**src/rtl/au_add_vz_dser.sv**
```systemverilog
// Digit-serial two's-complement adder: s = a + b + ci with carry-out, overflow and zero flags.
// Latency: out_valid rises exactly NDIG cycles after the accept edge; one operation per NDIG+2 cycles at most.
// Backpressure: result is held in DONE, with s/co/v/z stable, until out_ready; in_ready is high only in IDLE.
module au_add_vz_dser #(
    parameter int WIDTH = 16,
    parameter int DIGIT = 4
) (
    input  logic             clk,
    input  logic             rst_n,
    input  logic             in_valid,
    output logic             in_ready,
    input  logic [WIDTH-1:0] a,
    input  logic [WIDTH-1:0] b,
    input  logic             ci,
    output logic             out_valid,
    input  logic             out_ready,
    output logic [WIDTH-1:0] s,
    output logic             co,
    output logic             v,
    output logic             z
);

    localparam int NDIG = WIDTH / DIGIT;
    localparam int CW   = (NDIG > 1) ? $clog2(NDIG) : 1;

    localparam logic [1:0] ST_IDLE = 2'd0;
    localparam logic [1:0] ST_BUSY = 2'd1;
    localparam logic [1:0] ST_DONE = 2'd2;

    // All-ones in the low DIGIT bits; shifted up to select the digit being written.
    localparam logic [WIDTH-1:0] DMASK = WIDTH'({DIGIT{1'b1}});

    logic [1:0]       state;
    logic [CW-1:0]    cnt;
    logic             carry;
    logic [WIDTH-1:0] a_q;
    logic [WIDTH-1:0] b_q;
    logic [WIDTH-1:0] acc_q;

    logic [31:0]      sh;
    logic [DIGIT-1:0] a_k;
    logic [DIGIT-1:0] b_k;
    logic [DIGIT:0]   dsum;
    logic [WIDTH-1:0] acc_nxt;
    logic             last;

    // Handshake outputs are pure state decodes, so in_ready is 1 throughout reset.
    assign in_ready  = (state == ST_IDLE);
    assign out_valid = (state == ST_DONE);

    // Current digit slice, its sum with the running carry, and the partial sum with that digit inserted.
    always_comb begin
        sh      = 32'(cnt) * 32'(DIGIT);
        a_k     = DIGIT'(a_q >> sh);
        b_k     = DIGIT'(b_q >> sh);
        dsum    = {1'b0, a_k} + {1'b0, b_k} + {{DIGIT{1'b0}}, carry};
        acc_nxt = (acc_q & ~(DMASK << sh)) | (WIDTH'(dsum[DIGIT-1:0]) << sh);
        last    = (cnt == CW'(NDIG - 1));
    end

    // Sequencer: IDLE accepts, BUSY walks the digits, DONE waits for the consumer.
    always_ff @(posedge clk or negedge rst_n) begin
        if (!rst_n) begin
            state <= ST_IDLE;
            cnt   <= '0;
        end else begin
            case (state)
                ST_IDLE: begin
                    if (in_valid) begin
                        state <= ST_BUSY;
                        cnt   <= '0;
                    end
                end
                ST_BUSY: begin
                    cnt <= cnt + 1'b1;
                    if (last) begin
                        state <= ST_DONE;
                    end
                end
                ST_DONE: begin
                    if (out_ready) begin
                        state <= ST_IDLE;
                    end
                end
                default: state <= ST_IDLE;
            endcase
        end
    end

    // Operand capture on accept, then one digit of sum and carry per BUSY cycle.
    always_ff @(posedge clk or negedge rst_n) begin
        if (!rst_n) begin
            a_q   <= '0;
            b_q   <= '0;
            carry <= 1'b0;
            acc_q <= '0;
        end else if (state == ST_IDLE) begin
            if (in_valid) begin
                a_q   <= a;
                b_q   <= b;
                carry <= ci;
            end
        end else if (state == ST_BUSY) begin
            acc_q <= acc_nxt;
            carry <= dsum[DIGIT];
        end
    end

    // Result registers load only on the final-digit edge and hold through IDLE and the next BUSY.
    always_ff @(posedge clk or negedge rst_n) begin
        if (!rst_n) begin
            s  <= '0;
            co <= 1'b0;
            v  <= 1'b0;
            z  <= 1'b0;
        end else if ((state == ST_BUSY) && last) begin
            s  <= acc_nxt;
            co <= dsum[DIGIT];
            v  <= (a_q[WIDTH-1] == b_q[WIDTH-1]) & (acc_nxt[WIDTH-1] != a_q[WIDTH-1]);
            z  <= ~|acc_nxt;
        end
    end

endmodule

```
**config.mk**
```make
export PLATFORM = sky130hd
export DESIGN_NAME = au_add_vz_dser
export DESIGN_NICKNAME = d
export VERILOG_FILES = /design/src/rtl/au_add_vz_dser.sv
export SDC_FILE = /design/constraint.sdc
export NUM_CORES = 1
export LEC_CHECK = 0
export ABC_AREA = 1
export CORE_MARGIN = 2
export CORE_UTILIZATION = 35
export DETAILED_ROUTE_END_ITERATION = 6
export GPL_ROUTABILITY_DRIVEN = 0
export GPL_TIMING_DRIVEN = 0
export HOLD_SLACK_MARGIN = 0.05
export PLACE_DENSITY = 0.57
export SYNTH_ARGS = -nofsm -noshare
export SYNTH_HDL_FRONTEND = slang
export SYNTH_SLANG_ARGS = --single-unit
```
**constraint.sdc**
```tcl
create_clock -name clk -period 3.2 [get_ports clk]
set_input_delay 0.96 -clock clk [delete_from_list [all_inputs] [get_ports clk]]
set_output_delay 0.96 -clock clk [all_outputs]
set_load 0.01 [all_outputs]
```
==> results of run 1 <==
[cells by family (layout without fill, tap and decap cells)]
| logic type | Yosys count | count (layout) | synth area share |
|---|---|---|---|
| AO/OA/AOI/OAI | 61 | 61 | 0.102 |
| adder cells (fa/ha/maj) | 9 | 9 | 0.0381 |
| buffers and inverters | 45 | 119 | 0.0542 |
| AND/OR/NAND/NOR | 231 | 231 | 0.275 |
| flip-flops | 71 | 71 | 0.531 |
[cell usage after synthesis (2+ instances only)]
library cell  instances
dfrtp_1              71
ha_1                  7
fa_1                  2
buf_2                 7
inv_1                23
nor2_1               31
a31oi_1               4
a32oi_1               2
inv_2                 3
o21ai_0              38
nand2_1             175
a21oi_1               5
o22ai_1               8
clkbuf_1             10
nand3_1              14
nand4_1               6
[tightest hold or removal path: stages (launching register included)]
cell and delay (ns):
dfrtp_1 0.34, nand2_1 0.06, nand2_1 0.05
[report_power, final]
group	internal (mW)	switching, mW	total (mW)
clock network	0.480	0.355	0.835
registers	1.31	0.248	1.56
logic	1.05	1.64	2.69
[layout by cell type (no fill, tap or decap), types with 2 or more instances in the layout]
| master | netlist | routed |
|---|---|---|
| a21oi_1 | 5 | 5 |
| dfrtp_1 | 71 | 70 |
| nand4_1 | 6 | 6 |
| a32oi_1 | 2 | 2 |
| o22ai_1 | 8 | 7 |
| bufinv_16 | 0 | 2 |
| clkbuf_8 | 0 | 11 |
| nor2_1 | 31 | 30 |
| buf_4 | 1 | 4 |
| buf_2 | 7 | 4 |
| clkbuf_1 | 10 | 7 |
| nand3_1 | 14 | 14 |
| buf_6 | 0 | 3 |
| clkdlybuf4s50_1 | 0 | 56 |
| clkinvlp_4 | 0 | 3 |
| inv_1 | 23 | 22 |
| o21ai_0 | 38 | 37 |
| a31oi_1 | 4 | 4 |
| inv_2 | 3 | 2 |
| nand2_1 | 175 | 174 |
| nor2_2 | 1 | 2 |
| ha_1 | 7 | 7 |
[routing by layer]
metal / share of wire / track usage
met1: 0.47 / 0.239
met2: 0.47 / 0.280
met3: 0.045 / 0.0380
met4: 0.012 / 0.0655
met5: 0 / 0
[state kept, by name, indices dropped and copies added, names as in the netlist]
name   cells
s         16
b_q       16
carry      1
state      2
z          1
co         1
a_q       16
cnt        2
acc_q     15
v          1
[final cells by class]
class | instances | area (µm²) | area share
plain buffers | 17 | 113 | 0.0257
clock inverters | 5 | 80.1 | 0.0183
repair buffers | 59 | 583 | 0.133
flip-flops and latches | 71 | 1780 | 0.406
well taps | 129 | 161 | 0.0369
inverters | 27 | 108 | 0.0246
multi-input cells | 301 | 1400 | 0.321
clock buffers | 11 | 151 | 0.0346
[path summary, 6_finish.rpt]
path                            to    start  depth (start not counted)  slack (ns)
min in group asynchronous    s[10]    rst_n                          1        0.73
setup reg to reg                 z   cnt[0]                         18        0.19
max in group asynchronous   cnt[1]    rst_n                          1        1.83
hold reg to reg            b_q[10]  b_q[10]                          2        0.48
setup / recovery                 z   cnt[0]                         18        0.19
hold / removal             b_q[10]  b_q[10]                          2        0.48
[what timing repair did]
| action | in CTS | in global routing |
|---|---|---|
| gates cloned | 0 | 0 |
| resized for setup | 7 | 17 |
| endpoints found under the setup margin | 2 | 1 |
| setup buffers | 0 | 2 |
| endpoints found under the hold margin | 0 | 0 |
| pin swaps | 0 | 2 |
[per-stage QoR]
step	TNS [ns]	area (µm²)	setup WS, ns
floorplan	0	3350	0.439
CTS	0	4320	0.0376
detailed placement	-0.376	4080	-0.376
global route	0	4380	0.0199
global placement	-93.19	4080	-1.31
finish	0	4380	0.187
==> metrics.txt, run 1 <==
outcome=completed; netlist area before placement=around 3300 µm²; peak supply drop=~400 µV; Synth async-reset ratio=1.00; First DRT Iteration DRCs=142; NumNets Final=approximately 530; top-area cell type share of the netlist area=0.531; Setup Skew=0.00434 ns; Most used DFF post-synth=dfrtp_1; fin util=0.474; CP endpoint kind=register; delay-heaviest family, CP=simple AND/OR/NAND/NOR gates; Total GRT Usage=0.177; Reg clk slew, reported paths=0.08 ns; final wirelength=8400 µm; clk buf depth=2; CTS tree=built; Die ar.=10400 µm²; vias after detailed routing=2905; # port buffers=57; final hold violation count=0; post-synth cell types=27; Seq cells post-synth=just over 70; CTS Buf Count=9; Final Non-Filler Cells=620; crit path kind=reg2reg; Final period util=0.941; I/O pin count=58; Worst EP required=between 3 and 4 ns; die width=a little over 100 µm; fmax=332 MHz; CP cell instances=buf_6 > buf_6 > buf_6 > o21ai_1 > o22ai_2 > fa_2 > inv_1 > fa_1 > inv_1 > nand3_1 > nand2_2 > nor2_1 > nand2_1 > nor2_1 > nand3_1 > nor2_1 > nand3_1 > nand2_1; CTS root buffer=clkbuf_8; measured slew at the worst slew-check pin=0.903 ns; Final Setup Violations=0; worst skew pair latency=0.35 ns; Slew Limit Fails=0; minimum clock period=3.01 ns; Core Box Area=just over 9000 µm²; WL per Instance=roughly 14 µm; P_leak=2.14 nW; Synth area leader=dfrtp_1; synth top area cells=dfrtp_1 53%, nand2_1 20%, o21ai_0 5.7%; RSZ-0062 raised after global routing=false; Detailed Place HPWL=6010 µm; CP max stage delay=0.54 ns; ant diodes=0; DR vias/cell=4.69; max-cap violation count=0; GRT overflow=0; startpoint types=register; DRT antenna net count=0; WP buf/inv=5; Layout area overhead=30.8%; fill count=955; vias in the first global route=2928; site row count=35; clk sink count=71; initial antenna violation count=0; syn_nets=about 460; Syn Area/Cell=around 8 µm²; first-pass GRT wire length=14100 µm; DRC=0; largest net degree at the start of global routing=slightly above 70; CP max-delay cell=fa_1; Worst slew margin=0.398; hold slack=about 0.48 ns; worst-path fanout max=10; class of the worst hold path=reg2reg; sequential share of the synthesized area=0.531; critical path arrival=around 3.3 ns; Post-Place Cells=603; drt pass-1 iters=4; Syn Inst Count=between 400 and 500; PwrDens=1160 nW/µm²; total power=between 5 and 6 mW; EDFF count, synth=0; Initial Util=0.362; YS warnings=0; H-tree levels=3; die height=just over 100 µm; share of cells above drive strength 1=0.0855; hold buffer count at cts=0
(Power assumes the default switching activity.)
==> inputs of run 2 (changes only) <==
Settings changed: CELL_PAD_IN_SITES_DETAIL_PLACEMENT set to 1, CELL_PAD_IN_SITES_GLOBAL_PLACEMENT set to 2, CORE_UTILIZATION 35 to 31, CTS_BUF_LIST set to sky130_fd_sc_hd__clkbuf_4 sky130_fd_sc_hd__clkbuf_8 sky130_fd_sc_hd__clkbuf_16, PLACE_DENSITY 0.57 to 0.8.
==> run 2 against run 1 <==
Die area grew 12%. Via count grew 3.2%. Largest power group unchanged. Maximum frequency up 0.28%. Register-to-register slack about the same. Power rose by 1.6%. Count of clock-buffer cells in the layout grew 1.
==> metrics.txt, run 2 (synthesis gave the netlist of run 1 again) <==
CTS root buffer=clkbuf_8; Detailed Place HPWL=7070 µm (+18%); DR vias/cell=4.74 (+1.1%); vias in the first global route=3230 (+10%); commonest non-fill, non-tap cell in the layout=nand2_1; CP endpoint kind=register; setup ws final=0.196 ns (+0.00855 ns); final wirelength=9720 µm (+16%); H-tree levels=3 (unchanged); measured slew at the worst slew-check pin=0.463 ns (-0.440 ns); Final Setup Violations=0 (unchanged); multi-input combinational cell area=1420 µm² (+1.3%); share of cells above drive strength 1=0.105 (+0.0191); Worst slew margin=0.691 (+0.293); # port buffers=57 (unchanged); First DRT Iteration DRCs=109 (-23%); Final period util=0.939 (-0.00267); max-cap violation count=0 (unchanged); DP Area=4110 µm² (+0.89%); GRT overflow=0 (unchanged); Initial Util=0.321 (-0.0409); ant diodes=0 (unchanged); hold buffer count at cts=0 (unchanged); Core Box Area=10400 µm² (+13%); largest net degree at the start of global routing=51 (-29%); Reg clk slew, reported paths=0.08 ns (about the same); clk buf depth=2 (unchanged); Die ar.=11600 µm² (+12%); outcome=completed; P_leak=2.18 nW (+1.7%); die width=108 µm (+6.0%); initial antenna violation count=0 (unchanged); Worst EP required=3.44 ns (-0.05 ns); fmax=333 MHz (+0.28%); most frequent cells in the layout=174 x nand2_1, 70 x dfrtp_1, 56 x clkdlybuf4s50_1, 36 x o21ai_0, 30 x nor2_1; drt pass-1 iters=4 (unchanged); Reg area=1780 µm² (unchanged); Post-Place Cells=611 (+1.3%); PwrDens=1160 nW/µm² (+0.33%); startpoint types=register; Largest regs=a_q (16), b_q (16), s (16); minimum clock period=3.00 ns (-0.00855 ns); Total GRT Usage=0.180 (+0.00331); WL per Instance=15.3 µm (+13%); pre-CTS setup slack=-0.480 ns (-0.103 ns); CTS Buf Count=9 (unchanged); worst-path fanout max=11 (+1); NumNets Final=538 (+1.1%); fin util=0.426 (-0.0482); Setup Skew=0.00802 ns (+0.00369 ns); first-pass GRT wire length=16200 µm (+15%); class of the worst hold path=reg2reg; I/O pin count=58 (unchanged); Final Non-Filler Cells=633 (+2.1%); die height=108 µm (+6.0%); final hold violation count=0 (unchanged); Slew Limit Fails=0 (unchanged); hold slack=0.480 ns (-0.000779 ns); DRC=0 (unchanged); crit path kind=reg2reg; worst skew pair latency=0.34 ns (about the same); critical path arrival=3.25 ns (-0.05 ns); CTS tree=built; site row count=37 (+5.7%); vias after detailed routing=2999 (+3.2%); DRT antenna net count=0 (unchanged); clk sink count=71 (unchanged); peak supply drop=319 µV (-22%); fill count=1291 (+35%); Layout area overhead=32.4%; design area=4430 µm² (+1.3%)
-- run 2: cell types whose count changed in the layout (fill, tap and decap cells not counted), sizes merged --
cell and delta:
bufinv -2, clkinvlp -3, inv +1, buf +7
clkinv +3
-- run 2: layer usage --
| metal | vias to the layer above | part of all wire | GRT usage | wire length [µm] |
|---|---|---|---|---|
| li1 | 1485 | - | - | - |
| met1 | 1448 | 0.47 | 0.236 | 4590 |
| met2 | 57 | 0.49 | 0.306 | 4730 |
| met3 | 9 | 0.032 | 0.0309 | 312 |
| met4 | 0 | 0.0092 | 0.0531 | 89 |
| met5 | - | 0 | 0 | 0 |
-- run 2: cell type report --
type,instances,area share
inverter,27,0.0240
clock inverter,4,0.00452
buffer,18,0.0308
multi-input combinational,301,0.321
sequential,71,0.401
tap,136,0.0384
clock buffer,12,0.0358
timing repair buffer,64,0.145
-- run 2: stage by stage --
| step | total power [mW] | setup TNS [ns] |
|---|---|---|
| after floorplan | 3.27 | 0 |
| after global placement | 4.16 | -99.05 |
| after detailed placement | 4.27 | -1.03 |
| after CTS | 5.00 | 0 |
| after global routing | 5.68 | -0.0133 |
| final | 5.16 | 0 |
-- run 2: power breakdown --
part	total (mW)	leakage [nW]	switching (mW)	internal, mW
clock	0.675	0.0993	0.347	0.328
sequential	1.56	0.891	0.253	1.31
combinational	2.92	1.19	1.78	1.15
total	5.16	2.18	2.38	2.78
-- run 2: path summary, 6_finish.rpt --
kind | startpoint | end | slack (ns) | depth (start not counted)
setup reg to reg | cnt[0] | z | 0.20 | 19
min in group asynchronous | rst_n | s[10] | 0.50 | 1
max in group asynchronous | rst_n | carry | 2.14 | 2
setup / recovery | cnt[0] | z | 0.20 | 19
hold reg to reg | b_q[7] | b_q[7] | 0.48 | 2
hold / removal | b_q[7] | b_q[7] | 0.48 | 2
-- run 2: worst max-delay path, cell delays in order (launching register included) --
cell	delay (ns)
dfrtp_1	0.40
buf_6	0.17
inv_4	0.06
buf_8	0.12
buf_12	0.14
o21ai_0	0.19
o22ai_2	0.13
fa_2	0.38
inv_1	0.10
fa_2	0.48
nor2_2	0.14
nand2_1	0.07
nand2_1	0.09
nor2_1	0.05
nand2_1	0.06
nor2_1	0.04
nand3_1	0.11
nor2_1	0.06
nand3_1	0.08
nand2_1	0.05
-- run 2: what timing repair did --
| action | in CTS | in global routing |
|---|---|---|
| pin swaps | 1 | 7 |
| buffers inserted | 0 | 6 |
| endpoints found under the setup margin | 16 | 2 |
| resized for setup | 13 | 22 |
==> inputs of run 3 (changes only) <==
Settings changed: CORE_UTILIZATION 31 to 28, PLACE_DENSITY 0.8 to 0.76, SLEW_MARGIN set to 30.
Clock period 3.2 ns to 2.58 ns, I/O delays scaled along.
==> run 3 against run 2 <==
The run now ends with negative setup slack left. Clock power grew 110%. Register-to-register slack got worse by 0.42 ns. Power is 59% higher. Sequential power increased by 25%. Die area increased by 10%. Design area increased by 13%. Worst setup slack got worse by 0.42 ns. Maximum frequency rose by 7.1%. Largest power group unchanged. Clock skew fell by 0.00060 ns. Largest cell class unchanged. Combinational power is 66% higher. Critical path depth decreased by 1.
==> metrics.txt, run 3 (synthesis gave the netlist of run 1 again) <==
outcome=finished with violations; failing checks=negative setup slack; Layout area overhead=49.0%; drt pass-1 iters=4 (unchanged); total power=8.18 mW (+59%); DR vias/cell=4.74 (about the same); die width=113 µm (+5.0%); vias in the first global route=3327 (+3.0%); Worst R2R Path Depth=18 (-1); design area=4990 µm² (+13%); Slew Limit Fails=0 (unchanged); CTS root buffer=clkbuf_16; clk sink count=71 (unchanged); max-cap violation count=0 (unchanged); fin util=0.431 (+0.00588); DRT antenna net count=0 (unchanged); GRT overflow=0 (unchanged); class of the worst hold path=in2async; PwrDens=1640 nW/µm² (+41%); final wirelength=10700 µm (+10%); Final period util=1.09 (+0.148); final hold violation count=0 (unchanged); hold buffer count at cts=0 (unchanged); Final Setup Violations=2 (+2); Largest regs=a_q (16), b_q (16), s (16); Detailed Place HPWL=7310 µm (+3.5%); commonest non-fill, non-tap cell in the layout=nand2_1; DP Area=4150 µm² (+0.88%); First DRT Iteration DRCs=93 (-15%); Initial Util=0.290 (-0.0319); peak supply drop=540 µV (+69%); CTS tree=built; top layer in use=met4; vias after detailed routing=3141 (+4.7%); Worst EP required=2.80 ns (-0.64 ns); Die ar.=12800 µm² (+10%); setup ws final=-0.225 ns (-0.420 ns); Worst slew margin=0.635 (-0.0564); DRC=0 (unchanged); share of cells above drive strength 1=0.208 (+0.103); minimum clock period=2.80 ns (-0.200 ns); site row count=39 (+5.4%); critical path arrival=3.03 ns (-0.22 ns); Total GRT Usage=0.177 (-0.00320); clk buf depth=2 (unchanged); NumNets Final=561 (+4.3%); startpoint types=register; first-pass GRT wire length=17400 µm (+6.9%); r2r endpoint=z; Reg clk slew, reported paths=0.06 ns (-0.02 ns); R2R Path Start=cnt[0]; crit path kind=reg2reg; hold slack=0.384 ns (-0.0957 ns); RSZ-0062 raised after global routing=true; largest net degree at the start of global routing=38 (-25%); worst skew pair latency=0.34 ns (about the same); WL met1=4750 µm (+3.5%); initial antenna violation count=0 (unchanged); CP endpoint kind=register; Setup Skew=0.00742 ns (-0.000601 ns); measured slew at the worst slew-check pin=0.547 ns (+0.0847 ns); WL met3=307 µm (-1.6%); worst-path fanout max=5 (-6); die height=113 µm (+5.0%); WL per Instance=16.1 µm (+5.0%); fmax=357 MHz (+7.1%); P_leak=2.40 nW (+9.9%); Core Box Area=11600 µm² (+11%); I/O pin count=58 (unchanged); met2 wire length=5480 µm (+16%); ant diodes=0 (unchanged); R2R setup slack=-0.22 ns (-0.42 ns); H-tree levels=3 (unchanged); CTS Buf Count=9 (unchanged); pre-CTS setup slack=-0.816 ns (-0.336 ns); most frequent cells in the layout=169 x nand2_1, 70 x dfrtp_1, 56 x clkdlybuf4s50_1, 27 x o21ai_0; # port buffers=57 (unchanged)
run 3: changes by cell type in the layout (fill, tap and decap cells not counted), moves of 4 or more:
cell	previous run	this run
buf_4	8	26
buf_6	2	6
clkbuf_16	0	10
clkbuf_8	11	2
inv_1	22	17
inv_2	2	7
nand2_1	174	169
nor2_1	30	26
o21ai_0	36	27
o21ai_2	0	5
run 3: critical path, stage by stage, from the launching register on:
cell and delay (ns):
dfrtp_1 0.39, buf_6 0.14, buf_8 0.12, clkbuf_16 0.15
o21ai_4 0.14, o22ai_4 0.09, fa_2 0.40, inv_2 0.07
fa_2 0.48, inv_2 0.10, nand3_2 0.08, nand2_2 0.09
nor2_1 0.04, nand2_1 0.05, nor2_1 0.04, nand3_1 0.11
nor2_1 0.06, nand3_1 0.08, nand2_1 0.05
run 3: worst max-delay path by stage:
stage	startpoint	to	slack [ns]
4_1_cts	cnt[0]	z	-0.32
3_5_place_dp	cnt[1]	z	-0.82
2_1_floorplan	cnt[0]	z	-0.02
5_1_grt	cnt[1]	z	-0.38
3_3_place_gp	rst_n	a_q[4]	-1.85
6_report	cnt[0]	z	-0.22
run 3: power breakdown:
group / switching (mW) / internal, mW / total [mW]
clock network: 0.493 / 0.897 / 1.39
logic: 2.74 / 2.10 / 4.84
registers: 0.325 / 1.62 / 1.95
run 3: layout make-up:
| type | count | area [µm²] |
|---|---|---|
| timing repair buffer | 88 | 832 |
| fill | 1394 | 6580 |
| inverter | 27 | 111 |
| tap | 143 | 179 |
| sequential | 71 | 1780 |
| clock buffer | 11 | 253 |
| buffer | 17 | 143 |
| multi-input combinational | 301 | 1610 |
| clock inverter | 5 | 80.1 |
run 3: metal layers:
| metal | vias up | track usage |
|---|---|---|
| met1 | 1538 | 0.218 |
| met5 | - | 0 |
| met3 | 12 | 0.0380 |
| li1 | 1536 | - |
| met2 | 55 | 0.309 |
| met4 | 0 | 0.0585 |
run 3: repair_timing:
action,in CTS,in global routing
resized for setup,48,36
endpoints found under the setup margin,26,22
buffers inserted,28,6
pin swaps,22,23
run 3: stage by stage:
step                      setup TNS (ns)  cells
after floorplan                  -0.0245    417
after global placement           -137.58    617
after detailed placement           -7.64    618
after CTS                         -0.684    659
after global routing               -1.07    663
final                             -0.447    663
